$ cat config.mk
export PLATFORM = sky130hd
export DESIGN_NAME = midi_uart_tx
export DESIGN_NICKNAME = d
export VERILOG_FILES = /design/src/rtl/uart_pkg.sv /design/src/rtl/uart_fifo.sv /design/src/rtl/midi_uart_tx.sv
export SDC_FILE = /design/constraint.sdc
export NUM_CORES = 1
export LEC_CHECK = 0
export BUFFER_PORTS_ARGS = -buffer_cell sky130_fd_sc_hd__buf_4
export CAP_MARGIN = 20
export CELL_PAD_IN_SITES_DETAIL_PLACEMENT = 1
export CELL_PAD_IN_SITES_GLOBAL_PLACEMENT = 1
export CORE_MARGIN = 3
export CORE_UTILIZATION = 30
export DETAILED_ROUTE_END_ITERATION = 10
export MAX_ROUTING_LAYER = met4
export PLACE_DENSITY = 0.58
export REMOVE_ABC_BUFFERS = 1
export SYNTH_ARGS = -nofsm -noshare
export SYNTH_HDL_FRONTEND = slang
export SYNTH_SLANG_ARGS = --single-unit
$ cat constraint.sdc
create_clock -name clk -period 4.18 [get_ports clk]
set_input_delay 1.254 -clock clk [delete_from_list [all_inputs] [get_ports clk]]
set_output_delay 1.254 -clock clk [all_outputs]
set_load 0.03 [all_outputs]
$ cat src/rtl/uart_pkg.sv
// -----------------------------------------------------------------------------
// uart_pkg
// Shared types and constants for the MIDI UART transmit path.
//   parity_e          : parity mode chosen at elaboration
//   tx_state_e        : transmitter FSM state, also exported for debug
//   MIDI_CLKS_PER_BIT : 250 kHz / 31.25 kbaud
// -----------------------------------------------------------------------------
package uart_pkg;

    typedef enum logic [1:0] {
        PAR_NONE,
        PAR_ODD,
        PAR_EVEN
    } parity_e;

    // Prefixed so the PARITY state cannot collide with a PARITY parameter.
    typedef enum logic [2:0] {
        ST_IDLE,
        ST_START,
        ST_DATA,
        ST_PARITY,
        ST_STOP
    } tx_state_e;

    localparam int unsigned MIDI_CLKS_PER_BIT = 8;

endpackage

$ cat src/rtl/uart_fifo.sv
// -----------------------------------------------------------------------------
// uart_fifo
// Synchronous FIFO feeding the UART serializer.
//   clk, rst        : clock, asynchronous active-low reset
//   push, wdata     : write request and data
//   pop, rdata      : read request; rdata shows the head entry (first-word
//                     fall-through)
//   full, empty     : occupancy flags, decoded from the level register
//   level           : current occupancy, 0..DEPTH
//   push_ok         : the push in this cycle is accepted
// A push into a full FIFO is still accepted when a pop happens in the same
// cycle. Pops on an empty FIFO are ignored. DEPTH must be a power of 2 so the
// pointers can wrap naturally.
// -----------------------------------------------------------------------------
module uart_fifo #(
    parameter int unsigned WIDTH = 8,
    parameter int unsigned DEPTH = 4
) (
    input  logic                     clk,
    input  logic                     rst,
    input  logic                     push,
    input  logic [WIDTH-1:0]         wdata,
    input  logic                     pop,
    output logic [WIDTH-1:0]         rdata,
    output logic                     full,
    output logic                     empty,
    output logic [$clog2(DEPTH):0]   level,
    output logic                     push_ok
);

    localparam int unsigned PTR_W = $clog2(DEPTH);
    localparam int unsigned LVL_W = PTR_W + 1;

    logic [WIDTH-1:0] mem_q [DEPTH];
    logic [PTR_W-1:0] wr_ptr_q, wr_ptr_d;
    logic [PTR_W-1:0] rd_ptr_q, rd_ptr_d;
    logic [LVL_W-1:0] level_q,  level_d;
    logic             do_push, do_pop;

    assign full    = (level_q == LVL_W'(DEPTH));
    assign empty   = (level_q == '0);
    assign level   = level_q;
    assign rdata   = mem_q[rd_ptr_q];
    assign do_pop  = pop && !empty;
    assign do_push = push && (!full || do_pop);
    assign push_ok = do_push;

    always_comb begin
        wr_ptr_d = wr_ptr_q;
        rd_ptr_d = rd_ptr_q;
        level_d  = level_q;
        if (do_push) wr_ptr_d = wr_ptr_q + PTR_W'(1);
        if (do_pop)  rd_ptr_d = rd_ptr_q + PTR_W'(1);
        if (do_push && !do_pop)      level_d = level_q + LVL_W'(1);
        else if (do_pop && !do_push) level_d = level_q - LVL_W'(1);
    end

    always_ff @(posedge clk or negedge rst) begin
        if (!rst) begin
            wr_ptr_q <= '0;
            rd_ptr_q <= '0;
            level_q  <= '0;
        end else begin
            wr_ptr_q <= wr_ptr_d;
            rd_ptr_q <= rd_ptr_d;
            level_q  <= level_d;
        end
    end

    // Storage needs no reset: an entry is only read after it was written.
    always_ff @(posedge clk) begin
        if (do_push) mem_q[wr_ptr_q] <= wdata;
    end

endmodule

$ cat src/rtl/midi_uart_tx.sv
// -----------------------------------------------------------------------------
// midi_uart_tx
// FIFO-buffered UART transmitter for the MIDI OUT pin.
//   clk, rst     : sample clock, asynchronous active-low reset
//   tx_strobe    : push data into the FIFO on every rising edge it is high
//   data         : DATA_BITS-wide byte to enqueue
//   tx           : registered serial line, idles high
//   busy         : FIFO non-empty or a frame in progress
//   full, empty  : FIFO flags; level : FIFO occupancy
//   overflow     : one-cycle pulse after a rejected write
//   state_dbg    : current FSM state
// Frame: start, DATA_BITS data LSB first, optional parity, STOP_BITS stop bits,
// each bit CLKS_PER_BIT cycles. Legal ranges: DATA_BITS 5..9,
// CLKS_PER_BIT >= 2, FIFO_DEPTH a power of 2 >= 2, STOP_BITS 1 or 2.
// -----------------------------------------------------------------------------
module midi_uart_tx
    import uart_pkg::*;
#(
    parameter int unsigned DATA_BITS    = 8,
    parameter int unsigned CLKS_PER_BIT = MIDI_CLKS_PER_BIT,
    parameter int unsigned FIFO_DEPTH   = 4,
    parameter parity_e     PARITY       = PAR_NONE,
    parameter int unsigned STOP_BITS    = 1
) (
    input  logic                          clk,
    input  logic                          rst,
    input  logic                          tx_strobe,
    input  logic [DATA_BITS-1:0]          data,
    output logic                          tx,
    output logic                          busy,
    output logic                          full,
    output logic                          empty,
    output logic [$clog2(FIFO_DEPTH):0]   level,
    output logic                          overflow,
    output tx_state_e                     state_dbg
);

    localparam int unsigned CNT_W = $clog2(CLKS_PER_BIT);
    localparam int unsigned BIT_W = $clog2(DATA_BITS);
    localparam logic [CNT_W-1:0] CLK_LAST  = CNT_W'(CLKS_PER_BIT - 1);
    localparam logic [BIT_W-1:0] DATA_LAST = BIT_W'(DATA_BITS - 1);
    localparam logic [BIT_W-1:0] STOP_LAST = BIT_W'(STOP_BITS - 1);
    localparam logic             PAR_INV   = (PARITY == PAR_ODD);

    tx_state_e            state_q,   state_d;
    logic [CNT_W-1:0]     clk_cnt_q, clk_cnt_d;
    logic [BIT_W-1:0]     bit_cnt_q, bit_cnt_d;
    logic [DATA_BITS-1:0] shift_q,   shift_d;
    logic                 par_q,     par_d;
    logic                 tx_q,      tx_d;
    logic                 overflow_q, overflow_d;

    logic                 pop, load, bit_end, push_ok, fifo_empty;
    logic [DATA_BITS-1:0] fifo_rdata;

    uart_fifo #(
        .WIDTH (DATA_BITS),
        .DEPTH (FIFO_DEPTH)
    ) u_fifo (
        .clk     (clk),
        .rst     (rst),
        .push    (tx_strobe),
        .wdata   (data),
        .pop     (pop),
        .rdata   (fifo_rdata),
        .full    (full),
        .empty   (fifo_empty),
        .level   (level),
        .push_ok (push_ok)
    );

    assign bit_end = (clk_cnt_q == CLK_LAST);

    // tx_d is always the line value for the state being entered, so the
    // registered tx changes on the same edge as the state.
    always_comb begin
        state_d   = state_q;
        clk_cnt_d = clk_cnt_q;
        bit_cnt_d = bit_cnt_q;
        shift_d   = shift_q;
        par_d     = par_q;
        tx_d      = tx_q;
        load      = 1'b0;
        pop       = 1'b0;

        if (state_q != ST_IDLE) begin
            clk_cnt_d = bit_end ? '0 : clk_cnt_q + CNT_W'(1);
        end

        case (state_q)
            ST_IDLE: begin
                tx_d = 1'b1;
                if (!fifo_empty) load = 1'b1;
            end
            ST_START: begin
                if (bit_end) begin
                    state_d   = ST_DATA;
                    bit_cnt_d = '0;
                    tx_d      = shift_q[0];
                end
            end
            ST_DATA: begin
                if (bit_end) begin
                    if (bit_cnt_q == DATA_LAST) begin
                        bit_cnt_d = '0;
                        if (PARITY != PAR_NONE) begin
                            state_d = ST_PARITY;
                            tx_d    = par_q;
                        end else begin
                            state_d = ST_STOP;
                            tx_d    = 1'b1;
                        end
                    end else begin
                        bit_cnt_d = bit_cnt_q + BIT_W'(1);
                        shift_d   = shift_q >> 1;
                        tx_d      = shift_q[1];
                    end
                end
            end
            ST_PARITY: begin
                if (bit_end) begin
                    state_d = ST_STOP;
                    tx_d    = 1'b1;
                end
            end
            ST_STOP: begin
                if (bit_end) begin
                    if (bit_cnt_q == STOP_LAST) begin
                        bit_cnt_d = '0;
                        // Chain straight into the next start bit when data waits.
                        if (!fifo_empty) begin
                            load = 1'b1;
                        end else begin
                            state_d = ST_IDLE;
                            tx_d    = 1'b1;
                        end
                    end else begin
                        bit_cnt_d = bit_cnt_q + BIT_W'(1);
                    end
                end
            end
            default: begin
                state_d = ST_IDLE;
                tx_d    = 1'b1;
            end
        endcase

        // Parity is taken from the whole word at load time because the shift
        // register is consumed as the bits go out.
        if (load) begin
            pop       = 1'b1;
            shift_d   = fifo_rdata;
            par_d     = (^fifo_rdata) ^ PAR_INV;
            state_d   = ST_START;
            clk_cnt_d = '0;
            bit_cnt_d = '0;
            tx_d      = 1'b0;
        end
    end

    assign overflow_d = tx_strobe && !push_ok;

    always_ff @(posedge clk or negedge rst) begin
        if (!rst) begin
            state_q    <= ST_IDLE;
            clk_cnt_q  <= '0;
            bit_cnt_q  <= '0;
            shift_q    <= '0;
            par_q      <= 1'b0;
            tx_q       <= 1'b1;
            overflow_q <= 1'b0;
        end else begin
            state_q    <= state_d;
            clk_cnt_q  <= clk_cnt_d;
            bit_cnt_q  <= bit_cnt_d;
            shift_q    <= shift_d;
            par_q      <= par_d;
            tx_q       <= tx_d;
            overflow_q <= overflow_d;
        end
    end

    assign tx        = tx_q;
    assign overflow  = overflow_q;
    assign empty     = fifo_empty;
    assign busy      = !fifo_empty || (state_q != ST_IDLE);
    assign state_dbg = state_q;

endmodule

# After elaboration in Yosys (flattened, before gate mapping)
# Memories as Yosys holds them, arrays and structs flattened.
# Index checks and enable logic that the tools add are counted.
# totals
ff_bits	26
mem_bits_rw	32
in_bits	11
out_inout_bits	11
memories	1
# memory_table
name	depth	width	read_ports	rd_clocked_by_memory_dff	write_ports	line	text
u_fifo.mem_q	4	8	1	0	1	uart_fifo.sv:34	logic [WIDTH-1:0] mem_q [DEPTH];
# classes
addsub	6
eq_ne	16
mux	41
reduce_logical	24
# op_table
op	n
3-bit two-way mux	19
8-bit two-way mux	4
3-bit inequality test, second input constant	7
3-bit one-hot mux with 5 select lines	1
1-bit two-way mux	14
3-bit equality test, second input constant	4
3-bit by 1-bit adder with 3-bit output, second input constant	3
3-bit zero test	3
3-bit one-hot mux with 3 select lines	1
8-bit AND reduction	1
2-bit nonzero test	4
3-bit by 2-bit equality test with 1-bit output, second input constant	2
6-bit AND reduction	1
1-bit logical AND	5
2-bit by 1-bit adder with 2-bit output, second input constant	2
1-bit zero test	4
2-bit inequality test, second input constant	2
1-bit one-hot mux with 4 select lines	1
4-bit AND reduction	1
4-bit nonzero test	1
3-bit by 1-bit equality test with 1-bit output, second input constant	1
3-bit AND reduction	1
3-bit nonzero test	1
3-bit by 1-bit subtractor with 3-bit output, second input constant	1
other kinds (2)	3

# Logic depth before layout (Yosys ltp)
# Gate-level depths: netlist of the first run.
# logic_depth
depth_word	13
mapped_depth	12

# Modules after synthesis
# From an unflattened synthesis of the first run, not the netlist that was laid out.
# hier_totals
hier_cells	185
area_unflattened_um2	2726.4
# by_module_without_submodules
module	instances	cells_per_inst	area_each_um2
uart_fifo	1	77	1591.5
midi_uart_tx	1	108	1134.8

# Worst setup path after synthesis of the first run
# No wires, ideal clock.
# synth_path
path_kind	register -> output
start	register u_fifo.level_q[1], in the netlist u_fifo.level[1]
end	output port busy
arrival_time_ps	1549
required_time_ps	2926
setup_slack_ps	1377
path_stages_with_launch	5
path_buffers	0
cell_sequence	dfrtp_1 -> or3_1 -> inv_2 -> and2_1 -> inv_1
# synth_between
elab_chain_cells	3
# synth_lines
item	line	text
from (decl)	uart_fifo.sv:37	logic [LVL_W-1:0] level_q, level_d;
from (signal assigned)	uart_fifo.sv:66	level_q <= level_d;
3-bit zero test	uart_fifo.sv:41	assign empty = (level_q == '0);
via empty	midi_uart_tx.sv:32	output logic empty,
1-bit zero test	midi_uart_tx.sv:186	assign busy = !fifo_empty || (state_q != ST_IDLE);
1-bit logical OR	midi_uart_tx.sv:186	
to (decl)	midi_uart_tx.sv:30	output logic busy,
# The timed path passes the listed nets, and every way through them passes these cells.

# Worst setup path after layout of the first run
# layout_path
start	register state_q[1], in the netlist state_dbg[1]
end	output port busy
# layout_between
elab_chain_cells	2
# layout_lines
item	line	text
from (decl)	midi_uart_tx.sv:45	tx_state_e state_q, state_d;
from (signal assigned)	midi_uart_tx.sv:173	state_q <= state_d;
3-bit nonzero test	midi_uart_tx.sv:186	
1-bit logical OR	midi_uart_tx.sv:186	
# Every way passes these cells.

==> summary.md, run 1 <==
| Metric | Value |
|---|---|
| Status | completed |
| Tmin final | 3.31 ns |
| Number of rows in the core area | 34 |
| CP endpoint kind | output port |
| # fillers | 931 |
| Area delta synth->final | 17.5% |
| Hold/Removal Path Class | register to register |
| Sequential-to-total area share from yosys stat | 59.3% |
| Max Cap Viol | 0 |
| Setup violators final | 0 |
| Vias/cell | 4.82 |
| Synth Area in Compound Gates | 8.00% |
| Synth Area in Adders | 5.34% |
| CP max FO | 15 |
| RSZ-0062 raised after global routing | no |
| Buffers on Ports | 21 |
| Xor and xnor area share after synthesis | 2.53% |
| RD Place Congestion | 0.742 |
| FMAX | 0.302 GHz |
| Simple-Gate Fraction of Synth Area | 10.5% |
| Pwr Density | 727 mW/mm2 |
| Ys async rst share | 44.8% |
| Cts hold-fix bufs | 0 |
| Path type of the worst setup path | register to output port |
| Req. time, crit path | 2.93 ns |
| Leak | 1.24 nW |
| Number of synthesized flops with an enable pin | 32 |
| Area of the multi-input gates | 0.00101 mm2 |
| IO Pins | 22 |
| Total number of vias | 1587 |
| Grt ovf | 0 |
| Worst slew margin | 58.9% |
| Total Power | 2.32 mW |
| Vias in the first global route | 1661 |
| Syn Std Cell Area | 0.00272 mm2 |
| Setup TNS | 0 ns |
| Post-CTS setup buffer count | 0 |
| Drt first pass iters | 4 |
| Area leader, netlist | edfxtp_1 |
| Main combinational cell family by area after synthesis | multiplexers |
| Final Hold Vio Count | 0 |
| Syn Area/Cell | 14.2 um2 |
| Post-synth cell types | 49 |
| Post-synth top flop | edfxtp_1 |
| Core area | 0.00876 mm2 |
| CTS tree | built |
| Max H-tree Level | 3 |
| Initial antenna violation count | 0 |
| Worst Max-Slew Pin Slew | 0.616 ns |
| Arr. time, crit path | 2.06 ns |
| # nets final | 238 |
| WL final | 5100 um |
| Post-CTS sizing | 0 |
| Synth top area share | 35.3% |
| Clock-pin slew on the worst setup and hold paths | 0.07 ns |
| Layout cell share with drive strength beyond 1 | 27.6% |
| DPL Wire Length | 3410 um |
| Clk root buf | clkbuf_8 |
| Starting Density | 31.0% |
| Slowest CP cell | dfrtp_1 |
| Period Utilization, post-route | 79.2% |
| Number of CTS-inserted buffers | 9 |
| Full die area | 0.0102 mm2 |
| Largest net degree at the start of global routing | 27 |
| DRT antenna net count | 0 |
| Die Ht | 101 um |
| Max-slew violations | 0 |
| CP Cell Sequence | nor3_1 > and2_1 > inv_1 > buf_4 |
| Skew-Pair Late Insertion Delay | 0.33 ns |
| Total GRT Usage | 11.4% |
| Worst-case vdd ir drop | 0.000203 V |
| DRC | 0 |
| Clk_skew | 0.00965 ns |
| Avg WL per Cell | 15.5 um |
| Worst-case clock buffer depth | 2 |
| Die width | 101 um |
| Clock Sinks | 58 |
| Diodes inserted | 0 |
| Post-synthesis mux area share | 10.6% |
| CP startpoint kind | register |
| Largest stage delay on the critical path | 0.57 ns |
| Global-route wire length before repair | 8630 um |
| FF+latch area | 0.00161 mm2 |
| Area contributors post-synth | edfxtp_1 (35%), dfrtp_1 (23%), mux4_2 (6.6%) |
| Syn Inst Count | 191 |
| Yosys reg bits | 58 |
| Yosys warning count | 0 |
| First-iteration detailed-routing DRC count | 63 |
==> kinds of logic after synthesis <==
| logic type | count (synthesis) |
|---|---|
| mux | 18 |
| compound gates | 29 |
| flops | 58 |
| simple gates | 48 |
| fa+ha+maj | 11 |
| buf+inv | 20 |
| xor+xnor | 7 |
==> final timing paths <==
kind	from	endpoint	slack (ns)	cells after the start
worst max-delay path	state_dbg[1]	busy	0.87	4
worst min-delay path	clk_cnt_q[1]	clk_cnt_q[1]	0.50	2
worst max register to register	state_dbg[1]	u_fifo.level[2]	1.28	9
worst min register to register	clk_cnt_q[1]	clk_cnt_q[1]	0.50	2
max in group asynchronous	rst	tx	3.05	1
min in group asynchronous	rst	u_fifo.wr_ptr_q[0]	0.82	1
==> Yosys cell counts, types with 4 or more instances <==
cell      instances
o21ai_1           5
dfrtp_1          25
and2_1            7
edfxtp_1         32
nor2_1            4
mux2i_1           6
inv_1             9
o21ai_0           8
a21oi_1           4
nand2b_1          4
mux4_2            8
nand2_1          14
buf_2             5
ha_1             10
==> flip-flops by register name, summed over array words and instances (netlist names) <==
| signal | count |
|---|---|
| u_fifo.mem_q | 32 |
| shift_q | 8 |
| bit_cnt_q | 3 |
| clk_cnt_q | 3 |
| state_dbg | 3 |
| u_fifo.level | 3 |
| u_fifo.rd_ptr_q | 2 |
| u_fifo.wr_ptr_q | 2 |
| overflow | 1 |
| tx | 1 |
==> layer usage <==
metal / routed length [um] / part of all wire, % / track usage (%)
met3: 154 / 3.0 / 3.72
met1: 2460 / 48 / 14.2
met5: 0 / 0 / -
met4: 63 / 1.2 / 4.09
met2: 2420 / 47 / 17.4
==> report_power, final <==
part	switching, mW	internal (mW)
Sequential	0.159	0.792
Clock	0.239	0.339
Combinational	0.423	0.371
==> cell usage in the layout, fill, tap and decap left out, types with 2 or more instances in the layout <==
cell type and count:
clkbuf_8 9, buf_4 24, clkinvlp_4 3, nor2_1 4, nand2b_1 4, mux2i_1 6
inv_6 2, ha_1 10, o21ai_1 5, o32ai_1 2, a21oi_1 4, inv_1 9
or3_1 2, nor3_1 3, bufinv_16 2, o21ai_0 8, xnor2_1 3, mux2_2 3
xor2_1 3, nor2b_1 2, nor3b_1 2, and2_1 7, nand2_1 14, dfrtp_1 25
mux4_2 8, edfxtp_1 32, nand3b_1 3
==> layout make-up <==
class                   instances  share of cell area, %
flip-flops and latches         58                   50.5
multi-input cells             113                   31.5
repair buffers                 24                   5.64
well taps                     108                   4.23
clock buffers                   9                   3.87
clock inverters                 7                   3.13
inverters                      10                   1.17
==> critical path: cells and delay by family, from the launching register on <==
family,cells,cell delay [ns]
buffers and inverters,2,0.29
and+or+nand+nor,2,0.87
DFF,1,0.57
==> metrics by stage <==
| stage | setup WS (ns) | hold slack [ns] | cell area (um2) | util [%] | instances |
|---|---|---|---|---|---|
| after floorplan | 1.06 | 0.454 | 2660 | - | 181 |
| after global placement | 1.22 | 0.490 | 2970 | 33.9 | 313 |
| after detailed placement | 1.19 | 0.497 | 2970 | 33.9 | 313 |
| after CTS | 0.857 | 0.515 | 3200 | 36.5 | 329 |
| after global routing | 0.634 | 0.535 | 3200 | 36.5 | 329 |
| final | 0.868 | 0.501 | 3200 | 36.5 | 329 |
Note: power is estimated with default switching activity, not from simulation.
==> inputs of run 2 (changes only) <==
PLACE_DENSITY = 0.6   (was 0.58)
clock period = 3 ns   (was 4.18 ns; I/O delays follow)
==> summary.md, run 2 (synthesis gave the netlist of run 1 again) <==
| Metric | Value |
|---|---|
| Pwr Density | 1000 mW/mm2 |
| Top delay family on crit path | simple AND/OR/NAND/NOR gates |
| Reg-to-Reg Start | bit_cnt_q[0] |
| FF+latch area | 0.00161 mm2 |
| Number of rows in the core area | 34 |
| DRC | 0 |
| Leak | 1.25 nW |
| Dpl ws | 0.530 ns |
| Skew-Pair Late Insertion Delay | 0.34 ns |
| CP max FO | 5 |
| WL final | 5070 um |
| Most frequent cells in the layout | edfxtp_1 (32), buf_4 (28), dfrtp_1 (25), nand2_1 (14), ha_1 (10) |
| Top Registers | u_fifo.mem_q (32), shift_q (8) |
| Avg WL per Cell | 15.2 um |
| Worst-case vdd ir drop | 0.000385 V |
| Final Hold Vio Count | 0 |
| Slowest CP cell | or3_1 |
| Period Utilization, post-route | 92.4% |
| # nets final | 242 |
| Setup violators final | 0 |
| CP Cell Sequence | or3_1 > inv_2 > and2_1 > inv_1 > buf_4 |
| Dpl cells | 317 |
| Vias in the first global route | 1692 |
| Max H-tree Level | 3 |
| Tmin final | 2.77 ns |
| Drt first pass iters | 4 |
| Total GRT Usage | 11.7% |
| Area of the multi-input gates | 0.00101 mm2 |
| R2r endpoint | u_fifo.level[2] |
| Hold/Removal Path Class | input port to asynchronous set/reset pin |
| Max-slew violations | 0 |
| Clk root buf | clkbuf_8 |
| CP startpoint kind | register |
| Commonest non-fill, non-tap cell in the layout | edfxtp_1 |
| Max Cap Viol | 0 |
| Final instance area | 0.00321 mm2 |
| Initial antenna violation count | 0 |
| Clock Sinks | 58 |
| Worst slew margin | 60.3% |
| RSZ-0062 raised after global routing | no |
| Setup TNS | 0 ns |
| Final WS setup | 0.227 ns |
| Reg with most FFs | u_fifo.mem_q |
| Req. time, crit path | 2.10 ns |
| Cts hold-fix bufs | 0 |
| Post-CTS setup buffer count | 0 |
| WP buf/inv | 3 |
| Buffers on Ports | 21 |
| CTS tree | built |
| FMAX | 0.361 GHz |
| Layout cell share with drive strength beyond 1 | 28.9% |
| Fin util | 36.6% |
| Final non-filler cell total | 333 |
| Largest stage delay on the critical path | 0.45 ns |
| First-iteration detailed-routing DRC count | 28 |
| RD Place Congestion | 0.739 |
| Core area | 0.00876 mm2 |
| Full die area | 0.0102 mm2 |
| Number of CTS-inserted buffers | 9 |
| Die Ht | 101 um |
| Worst-case clock buffer depth | 2 |
| Die width | 101 um |
| Area delta synth->final | 17.8% |
| Arr. time, crit path | 1.87 ns |
| Path type of the worst setup path | register to output port |
| Total number of vias | 1583 |
| R2r setup slk | 0.52 ns |
| Status | completed |
| Worst Reg-to-Reg Cells | 11 |
| Min Hold Slack | 0.461 ns |
| Largest net degree at the start of global routing | 27 |
| Grt ovf | 0 |
| Total Power | 3.21 mW |
| Worst Max-Slew Pin Slew | 0.595 ns |
| Starting Density | 31.0% |
| IO Pins | 22 |
| Vias/cell | 4.75 |
| Clk_skew | 0.00743 ns |
| CP endpoint kind | output port |
| DRT antenna net count | 0 |
| DPL Wire Length | 3480 um |
| Clock-pin slew on the worst setup and hold paths | 0.07 ns |
| Largest register FFs | 32 |
| Diodes inserted | 0 |
| Post-CTS sizing | 0 |
| Global-route wire length before repair | 8700 um |
| # fillers | 928 |
| Post-Place Cell Area | 0.00300 mm2 |
[run 2: cell count changes in the layout (fill, tap and decap cells not counted), sizes merged]
cell | before | now
buf | 24 | 28
clkinv | 0 | 2
bufinv | 2 | 1
inv | 12 | 11
[run 2: worst max path at each step]
stage / from / cells after the start / end / slack, ns
2_1_floorplan: clk_cnt_q[0] / 9 / u_fifo.level[1] / -0.12
3_3_place_gp: bit_cnt_q[0] / 11 / u_fifo.level[2] / 0.55
3_5_place_dp: bit_cnt_q[0] / 11 / u_fifo.level[2] / 0.53
4_1_cts: u_fifo.level[1] / 5 / busy / 0.18
5_1_grt: u_fifo.level[1] / 5 / busy / 0.10
6_report: u_fifo.level[1] / 5 / busy / 0.23
[run 2: worst register-to-register path, cell delays in order, from the launching register on]
cell and delay [ns]:
dfrtp_1 0.41, inv_1 0.07, ha_1 0.18, nor2b_1 0.31, a311oi_2 0.15, nor2b_1 0.20
ha_1 0.21, inv_1 0.06, fa_1 0.37, xor2_1 0.17, nor2_1 0.12, xor2_1 0.15
[run 2: layer usage]
metal,GRT usage (%),vias up,share of wire (%)
met5,-,-,0
met4,4.91,0,1.7
met3,3.86,7,3.5
met2,18.5,19,50
met1,13.7,800,45
li1,-,757,-
[run 2: cell type report]
cell class / count / share of cell area [%]
flip-flops and latches: 58 / 50.3
multi-input cells: 113 / 31.4
clock buffers: 9 / 3.86
clock inverters: 7 / 2.46
well taps: 108 / 4.22
inverters: 10 / 1.17
repair buffers: 28 / 6.56
[run 2: power breakdown]
| group | internal (mW) | total, mW | switching [mW] | leakage, nW |
|---|---|---|---|---|
| registers | 1.11 | 1.31 | 0.203 | 0.613 |
| logic | 0.552 | 1.17 | 0.618 | 0.546 |
| clock network | 0.388 | 0.731 | 0.343 | 0.0921 |
